$ cat src/rtl/i2s_receiver.sv
// I2S ADC capture: generates MCLK/SCK/LRCK from a free-running divider and deserialises 16-bit stereo pairs.
// Optional peak meter on the level port is enabled by defining I2S_RX_PEAK_EN.
module i2s_receiver #(
   parameter int unsigned PEAK_WIN_LOG2 = 12
) (
   input  logic        clk,
   input  logic        rst,
   input  logic        sdin,
   output logic        MCLK,
   output logic        SCK,
   output logic        LRCK,
   output logic [15:0] left_sample,
   output logic [15:0] right_sample,
   output logic        sample_valid,
   input  logic        sample_ready,
   output logic        overrun,
   output logic [3:0]  level
);

   logic [8:0]  cnt_q, cnt_d;
   logic        mclk_q, mclk_d, sck_q, sck_d, lrck_q, lrck_d;
   logic        sdin_q;
   logic [15:0] shift_q, shift_d;
   logic [15:0] stage_q, stage_d;
   logic [15:0] left_q, left_d, right_q, right_d;
   logic        primed_q, primed_d;
   logic        valid_q, valid_d;
   logic        overrun_q, overrun_d;
   logic        capture, left_done, pair_load, xfer;

   // NOTE: every signal assigned here gets a value on every path, so no latches are inferred.
   always_comb begin
      cnt_d     = cnt_q + 9'd1;
      // Clock pins are registered copies of the next divider value, so they track cnt_q exactly.
      mclk_d    = cnt_d[1];
      sck_d     = cnt_d[3];
      lrck_d    = cnt_d[8];
      capture   = (cnt_q[3:0] == 4'd8);
      left_done = capture && cnt_q[8] && (cnt_q[7:4] == 4'd0);
      pair_load = capture && !cnt_q[8] && (cnt_q[7:4] == 4'd0) && primed_q;
      xfer      = valid_q && sample_ready;
      shift_d   = capture ? {shift_q[14:0], sdin_q} : shift_q;
      stage_d   = left_done ? shift_d : stage_q;
      primed_d  = primed_q || left_done;
      left_d    = pair_load ? stage_q : left_q;
      right_d   = pair_load ? shift_d : right_q;
      valid_d   = pair_load || (valid_q && !xfer);
      overrun_d = overrun_q || (pair_load && valid_q && !xfer);
   end

`ifdef I2S_RX_PEAK_EN
   logic [PEAK_WIN_LOG2-1:0] frame_q, frame_d;
   logic [14:0]              peak_q, peak_d, peak_upd, mag_l, mag_r;
   logic [3:0]               level_q, level_d;

   function automatic logic [14:0] mag(input logic [15:0] x);
      logic [15:0] neg;
      neg = -x;
      if (x == 16'h8000) return 15'h7FFF;
      else if (x[15])    return neg[14:0];
      else               return x[14:0];
   endfunction

   always_comb begin
      mag_l    = mag(stage_q);
      mag_r    = mag(shift_d);
      peak_upd = peak_q;
      if (mag_l > peak_upd) peak_upd = mag_l;
      if (mag_r > peak_upd) peak_upd = mag_r;
      frame_d  = frame_q;
      peak_d   = peak_q;
      level_d  = level_q;
      if (pair_load) begin
         frame_d = frame_q + 1'b1;
         if (frame_q == '1) begin
            level_d = peak_upd[14:11];
            peak_d  = '0;
         end else begin
            peak_d  = peak_upd;
         end
      end
   end

   always_ff @(posedge clk) begin
      if (rst) begin
         frame_q <= '0;
         peak_q  <= '0;
         level_q <= '0;
      end else begin
         frame_q <= frame_d;
         peak_q  <= peak_d;
         level_q <= level_d;
      end
   end

   assign level = level_q;
`else
   assign level = 4'd0;
`endif

   always_ff @(posedge clk) begin
      if (rst) begin
         cnt_q     <= '0;
         mclk_q    <= 1'b0;
         sck_q     <= 1'b0;
         lrck_q    <= 1'b0;
         sdin_q    <= 1'b0;
         shift_q   <= '0;
         stage_q   <= '0;
         left_q    <= '0;
         right_q   <= '0;
         primed_q  <= 1'b0;
         valid_q   <= 1'b0;
         overrun_q <= 1'b0;
      end else begin
         cnt_q     <= cnt_d;
         mclk_q    <= mclk_d;
         sck_q     <= sck_d;
         lrck_q    <= lrck_d;
         sdin_q    <= sdin;
         shift_q   <= shift_d;
         stage_q   <= stage_d;
         left_q    <= left_d;
         right_q   <= right_d;
         primed_q  <= primed_d;
         valid_q   <= valid_d;
         overrun_q <= overrun_d;
      end
   end

   assign MCLK         = mclk_q;
   assign SCK          = sck_q;
   assign LRCK         = lrck_q;
   assign left_sample  = left_q;
   assign right_sample = right_q;
   assign sample_valid = valid_q;
   assign overrun      = overrun_q;

endmodule

$ cat config.mk
export PLATFORM = sky130hd
export DESIGN_NAME = i2s_receiver
export DESIGN_NICKNAME = d
export VERILOG_FILES = /design/src/rtl/i2s_receiver.sv
export SDC_FILE = /design/constraint.sdc
export NUM_CORES = 1
export LEC_CHECK = 0
export BUFFER_PORTS_ARGS = -buffer_cell sky130_fd_sc_hd__buf_4
export CAP_MARGIN = 5
export CORE_MARGIN = 2
export CORE_UTILIZATION = 40
export CTS_BUF_LIST = sky130_fd_sc_hd__clkbuf_8 sky130_fd_sc_hd__clkbuf_16
export CTS_CLUSTER_DIAMETER = 60
export DETAILED_ROUTE_END_ITERATION = 8
export PLACE_DENSITY = 0.56
export SLEW_MARGIN = 40
export SYNTH_ARGS = -nofsm -noshare
export SYNTH_HDL_FRONTEND = slang
export SYNTH_SLANG_ARGS = --single-unit
$ cat constraint.sdc
create_clock -name clk -period 2.3 [get_ports clk]
set_clock_uncertainty 0.05 [all_clocks]
set_input_delay 0.345 -clock clk [delete_from_list [all_inputs] [get_ports clk]]
set_output_delay 0.345 -clock clk [all_outputs]
set_load 0.05 [all_outputs]
==> results of run 1 <==
-- cells by family (layout without fill, tap and decap cells) --
kind of cell / after synthesis / in the layout / share of synthesized area, %
and+or+nand+nor: 120 / 120 / 22.4
DFF: 76 / 76 / 50.3
muxes: 48 / 48 / 15.9
AOI/OAI and AO/OA: 26 / 26 / 4.59
buffers and inverters: 25 / 62 / 4.97
xor gates and xnor gates: 3 / 3 / 0.869
adders and majority gates: 2 / 2 / 0.828
other: 1 / 4 / 0.124
-- per-layer routing --
layer / vias to the layer above / routed length (µm) / global-route usage [%]
li1: 1055 / - / -
met1: 927 / 2860 / 18.9
met2: 32 / 2250 / 20.5
met3: 8 / 227 / 3.49
met4: 0 / 106 / 7.58
met5: - / 0 / 0
-- layout make-up --
| cell class | instances | area share, % |
|---|---|---|
| Clock buffer | 11 | 4.25 |
| Clock inverter | 5 | 1.44 |
| Inverter | 2 | 0.211 |
| Multi-Input combinational cell | 203 | 38.3 |
| Sequential cell | 76 | 42.7 |
| Tap cell | 99 | 3.48 |
| Timing Repair Buffer | 44 | 9.63 |
-- synth_stat cells --
| library cell | number |
|---|---|
| dfxtp_1 | 76 |
| nand2b_1 | 66 |
| mux2i_1 | 48 |
| nand2_1 | 34 |
| a21oi_1 | 20 |
| clkbuf_1 | 12 |
| buf_4 | 7 |
| nor2_1 | 5 |
| buf_6 | 4 |
| nand3_1 | 3 |
| o31ai_1 | 3 |
| ha_1 | 2 |
| inv_1 | 2 |
| nor2b_1 | 2 |
| o21ai_0 | 2 |
| or3_1 | 2 |
| or4_1 | 2 |
| xor2_1 | 2 |
| a31oi_1 | 1 |
| and3_1 | 1 |
| and3b_1 | 1 |
| and4b_1 | 1 |
| conb_1 | 1 |
| nand3b_1 | 1 |
| nand4b_1 | 1 |
| nor4_4 | 1 |
| xnor2_1 | 1 |
-- sequential cells by signal, summed over array words and instances, names as in the netlist --
register,flops
sample_valid,1
left_sample,16
shift_q,15
sdin_q,1
overrun,1
stage_q,16
cnt_q,9
primed_q,1
right_sample,16
-- worst min-delay path by stage --
stage	from	endpoint	slack, ps
after floorplan	sdin_q	shift_q[0]	380
after global placement	sdin_q	shift_q[0]	390
after detailed placement	sdin_q	shift_q[0]	400
after CTS	sdin	sdin_q	160
after global routing	sdin	sdin_q	170
final	sdin	sdin_q	180
-- worst max-delay path, stage by stage (launching register included) --
cell	delay, ps
dfxtp_1	350
inv_1	70
ha_1	150
and3b_1	340
and4b_1	550
mux2i_1	240
-- stage by stage --
stage / std cells / hold WS [ps] / setup WS (ps)
6_report: 440 / 178 / 480
5_1_grt: 440 / 168 / 275
4_1_cts: 440 / 164 / 451
3_5_place_dp: 424 / 398 / 472
3_3_place_gp: 424 / 393 / 519
2_1_floorplan: 304 / 382 / 316
-- power groups by stage --
stage / combinational (W) / sequential (W) / clock [W]
6_report: 0.0000790 / 0.00133 / 0.00102
3_5_place_dp: 0.0000793 / 0.00136 / 0
4_1_cts: 0.0000792 / 0.00133 / 0.00106
5_1_grt: 0.0000859 / 0.00133 / 0.00111
3_3_place_gp: 0.0000798 / 0.00136 / 0
2_1_floorplan: 0.0000630 / 0.00136 / 0
==> impl_metrics.tcl, run 1 <==
set metrics [dict create \
    worstPathMaxFanout 9 \
    antenna_found_initial 0 \
    pwr-share-clk_pct 42.0 \
    tightest_slew_ps 751 \
    vias 2022 \
    regArea_um2 1520 \
    hold_path_class "in -> reg" \
    area_growth_pct 17.8 \
    synthesis.area_um2 3020 \
    numCtsBuffers 9 \
    drive_gt1_share_pct 17.6 \
    clk_pin_slew_worst_paths_ps 80 \
    synth_top_area_share_pct 50.3 \
    slew_violations 0 \
    grt_pass1_wl_mm 9.30 \
    finalSetupTns_ps 0 \
    final-setup-viol-count 0 \
    cp-start-kind "flop" \
    ys_types 27 \
    rows 31 \
    worstSkewPairLatency_ps 340 \
    post-cts-setup-buffers 0 \
    vias_per_cell 4.60 \
    pwr-share-seq_pct 54.7 \
    avgSynthCellArea_um2 10.0 \
    max_freq_ghz 0.550 \
    tritoncts "done" \
    cts_buffer_depth 2 \
    io_pins 45 \
    multi_input_area_um2 1360 \
    drtIter0Drc 97 \
    worstReg2RegStart "cnt_q[1]" \
    synth-seq-cells 76 \
    die_area_um2 8270 \
    track_usage_pct 14.0 \
    r2r_cells 5 \
    yosysWarnings 0 \
    relSlewSlack_pct 49.9 \
    p_int_w 0.00190 \
    grt_setup_unrepaired "false" \
    utilization_pct 48.8 \
    ant_nets 0 \
    hold_depth 2 \
    synth_area_leaders "dfxtp_1 50%, mux2i_1 16%, nand2b_1 14%, nand2_1 4.2%, a21oi_1 3.3%" \
    cts_resized 0 \
    endpoint "right_sample[12]" \
    place_hpwl_mm 3.42 \
    routabilityCongestion 0.681 \
    cts_hold_buf 0 \
    diodes 0 \
    worst_setup_path_end_kind "flop" \
    clockRootBuffer "clkbuf_8" \
    cap_violations 0 \
    htree_num_levels 3 \
    r2r_slack_ps 480 \
    grt-ovfl-total 0 \
    finalInstanceArea_um2 3560 \
    p_per_area_nw_per_um2 681 \
    postSynthCellCount 301 \
    period_needed_ps 1820 \
    worstPathArrival_ps 2040 \
    power_switching_w 0.000521 \
    seq_area_frac_synth_pct 50.3 \
    ir_worst_vdd_uv 285 \
    wl_per_cell_um 12.4 \
    dr.pass1.iters 4 \
    p_comb_share_pct 3.3 \
    initial_core_util_pct 41.5 \
    io_buffers 40 \
    drc 0 \
    worstSetupPathType "reg -> reg" \
    fin_total_pwr_w 0.00242 \
    synth_top_cell_by_area "dfxtp_1" \
    place_area_um2 3360 \
    grt_pass1_vias 1951 \
    cts.sinks 76 \
    wl_mm 5.45 \
    finalHoldViolCount 0 \
    p_leak_nw 1.44 \
    fin_nets 342 \
    layout_common_cells "76 x dfxtp_1, 66 x nand2b_1, 48 x mux2i_1, 43 x buf_4, 34 x nand2_1" \
    swShare_pct 21.5 \
    fillCellCount 715 \
    grt_start_max_net_pins 94 \
    core_area_um2 7290 \
    final_common_cell "dfxtp_1" \
    startpoint "cnt_q[1]" \
    min_period_over_period_pct 79.1 \
    status "finished clean" \
    die_x_um 90.9 \
    die-height_um 90.9 \
    cp.required_ps 2520 \
    timing.rr.end "right_sample[12]" \
]
(Power assumes the default switching activity.)
==> inputs of run 2 (changes only) <==
--- a/config.mk
+++ b/config.mk
@@ -5,6 +5,7 @@
 export SDC_FILE = /design/constraint.sdc
 export NUM_CORES = 1
 export LEC_CHECK = 0
+export ABC_AREA = 1
 export BUFFER_PORTS_ARGS = -buffer_cell sky130_fd_sc_hd__buf_4
 export CAP_MARGIN = 5
 export CORE_MARGIN = 2
@@ -12,7 +13,7 @@
 export CTS_BUF_LIST = sky130_fd_sc_hd__clkbuf_8 sky130_fd_sc_hd__clkbuf_16
 export CTS_CLUSTER_DIAMETER = 60
 export DETAILED_ROUTE_END_ITERATION = 8
-export PLACE_DENSITY = 0.56
+export PLACE_DENSITY = 0.58
 export SLEW_MARGIN = 40
 export SYNTH_ARGS = -nofsm -noshare
 export SYNTH_HDL_FRONTEND = slang
==> constraint.sdc (replaced) <==
create_clock -name clk -period 1.6 [get_ports clk]
set_clock_uncertainty 0.05 [all_clocks]
set_input_delay 0.24 -clock clk [delete_from_list [all_inputs] [get_ports clk]]
set_output_delay 0.24 -clock clk [all_outputs]
set_load 0.05 [all_outputs]
==> run 2 against run 1 <==
  * Routed wire length is 28% higher
  * Synthesized cell count rose by 49%
  * Critical endpoint is now stage_q[2]
  * Setup slack got worse by 460 ps
  * Largest cell class unchanged
  * Flip-flop and latch count increased by 1
  * Die area increased by 5.3%
==> impl_metrics.tcl, run 2 <==
set metrics [dict create \
    cp_slowest_cell "dfxtp_2" \
    drive_gt1_share_pct 20.0 \
    grt_pass1_vias 2460 \
    grtUsageMet3_pct 3.22 \
    p_per_area_nw_per_um2 908 \
    r2r_cells 10 \
    p_leak_nw 1.73 \
    placedCellCount 576 \
    fin_nets 496 \
    cts_buffer_depth 2 \
    synth-seq-cells 77 \
    rows 32 \
    min_period_over_period_pct 98.9 \
    cap_violations 0 \
    fin_cells 597 \
    antenna_found_initial 0 \
    period_needed_ps 1580 \
    cp-start-kind "flop" \
    cp_num_buf_inv 2 \
    drtIter0Drc 127 \
    die_area_um2 8710 \
    busiest_layer "met2" \
    worstReg2RegStart "cnt_q[0]" \
    globalRouteMet1Util_pct 21.9 \
    yosysWarnings 0 \
    synth_edf_count 0 \
    area_growth_pct 25.3 \
    initial_core_util_pct 41.3 \
    hold_path_class "in -> reg" \
    routabilityCongestion 0.800 \
    synth_area_leaders "dfxtp_1 48%, nand2_1 15%, nor2_1 12%, a21oi_1 5.8%, nand3b_1 3.8%" \
    fillCellCount 778 \
    wl_per_cell_um 11.7 \
    hp-start "sdin" \
    synthesis.area_um2 3190 \
    grt_setup_unrepaired "true" \
    worst_setup_path_end_kind "flop" \
    io_buffers 40 \
    grt_pass1_wl_mm 11.4 \
    ys_async_sr_fraction_pct 0 \
    core_area_um2 7730 \
    timing.rr.end "stage_q[2]" \
    cpPeakStageDelay_ps 330 \
    dr.pass1.iters 4 \
    layout_setup_ws_ps 18.1 \
    ys_types 21 \
    diodes 0 \
    clockRootBuffer "clkbuf_8" \
    synth_ff_type "dfxtp_1" \
    synth_top_cell_by_area "dfxtp_1" \
    place_ws_ps 80.9 \
    seq_area_frac_synth_pct 48.3 \
    grt-ovfl-total 0 \
    grt_start_max_net_pins 45 \
    holdPathEnd "sdin_q" \
    worstSkewPairLatency_ps 360 \
    final-setup-viol-count 0 \
    worstSetupPathType "reg -> reg" \
    cts.sinks 77 \
    final_common_cell "nand2_1" \
    cp.required_ps 1810 \
    clk_pin_slew_worst_paths_ps 80 \
    die-height_um 93.3 \
    multi_input_area_um2 1420 \
    synth_top_area_share_pct 48.3 \
    regArea_um2 1550 \
    ir_worst_vdd_uv 442 \
    cp_cell_sequence "inv_2 > ha_4 > nand2_4 > nor2_4 > nand2_2 > nor2_4 > clkbuf_16 > nand2_2 > nand2_1 > nor2_1" \
    tritoncts "done" \
    drc 0 \
    place_hpwl_mm 4.42 \
    worstPathArrival_ps 1790 \
    finalSetupTns_ps 0 \
    critPathTopFamily "simple AND/OR/NAND/NOR gates" \
    grt_use_met2_pct 25.7 \
    avgSynthCellArea_um2 7.14 \
    slew_violations 0 \
    ant_nets 0 \
    finalHoldViolCount 0 \
    die_x_um 93.3 \
    max_freq_ghz 0.632 \
    io_pins 45 \
    worstPathMaxFanout 8 \
    hold_depth 3 \
    r2r_slack_ps 20 \
    postSynthCellCount 447 \
    netlist_top_cells_count "125 x nand2_1, 100 x nor2_1, 77 x dfxtp_1" \
    htree_num_levels 3 \
    track_usage_pct 16.5 \
    vias_per_cell 4.55 \
    numCtsBuffers 9 \
    status "finished clean" \
    synth_most_common_cell "nand2_1" \
    wl_mm 6.97 \
    layout_common_cells "114 x nand2_1, 99 x nor2_1, 74 x dfxtp_1, 50 x buf_4, 37 x a21oi_1" \
    fin_total_pwr_w 0.00363 \
    vias 2717 \
]
run 2: cell types whose count changed after synthesis, sizes merged, moves of 3 or more:
cell    previous run  this run
buf               11        20
o31ai              3         0
a21oi             20        37
nand2             34       126
nor2               5       103
nand3              3        20
inv                2        29
nand2b            66         0
mux2i             48         0
nand3b             1        16
run 2: final cells by class:
| class | count | share of cell area, % |
|---|---|---|
| Clock buffer | 12 | 4.13 |
| Clock inverter | 4 | 1.16 |
| Inverter | 30 | 2.82 |
| Multi-Input combinational cell | 312 | 35.5 |
| Sequential cell | 77 | 38.6 |
| Tap cell | 102 | 3.19 |
| Timing Repair Buffer | 60 | 14.5 |
run 2: per-stage QoR:
stage	area, µm²	hold WS (ps)	utilization, %
6_report	4000	30.8	51.8
4_1_cts	3840	22.6	49.7
5_1_grt	4000	32.4	51.8
2_1_floorplan	3210	297	-
3_3_place_gp	3630	391	47.0
3_5_place_dp	3630	391	47.0
run 2: power by group:
group | switching (W) | total, W | internal (W)
Combinational | 0.000110 | 0.000165 | 0.0000545
Clock | 0.000694 | 0.00153 | 0.000840
Sequential | 0.00000682 | 0.00193 | 0.00193
run 2: worst max-delay path by stage:
stage	from	endpoint	depth (start not counted)
after floorplan	cnt_q[1]	stage_q[10]	10
after global placement	cnt_q[1]	right_sample[14]	8
after detailed placement	cnt_q[1]	right_sample[14]	8
after CTS	cnt_q[1]	right_sample[14]	8
after global routing	cnt_q[0]	stage_q[13]	10
final	cnt_q[0]	stage_q[2]	10
run 2: repair_timing:
item | 4_1_cts | 5_1_grt
setup endpoints to repair | 0 | 44
setup buffers | 0 | 2
gates resized for setup | 0 | 19
hold buffers | 0 | 0
run 2: logic make-up after synthesis:
| kind of cell | count (synthesis) | synth area share (%) |
|---|---|---|
| other cells | 1 | 0.117 |
| simple gates | 266 | 34.9 |
| xor+xnor | 1 | 0.274 |
| compound gates | 39 | 6.12 |
| flops | 77 | 48.3 |
| fa+ha+maj | 2 | 0.784 |
| buf+inv | 61 | 9.49 |
run 2: per-layer routing:
layer	vias to the layer above	wire length [µm]
met5	-	0
met4	0	157
met3	9	233
met2	40	3210
met1	1213	3370
li1	1455	-
run 2: worst min-delay path, cell delays in order:
cell	delay [ps]
buf_4	80
inv_1	30
nor2_1	60
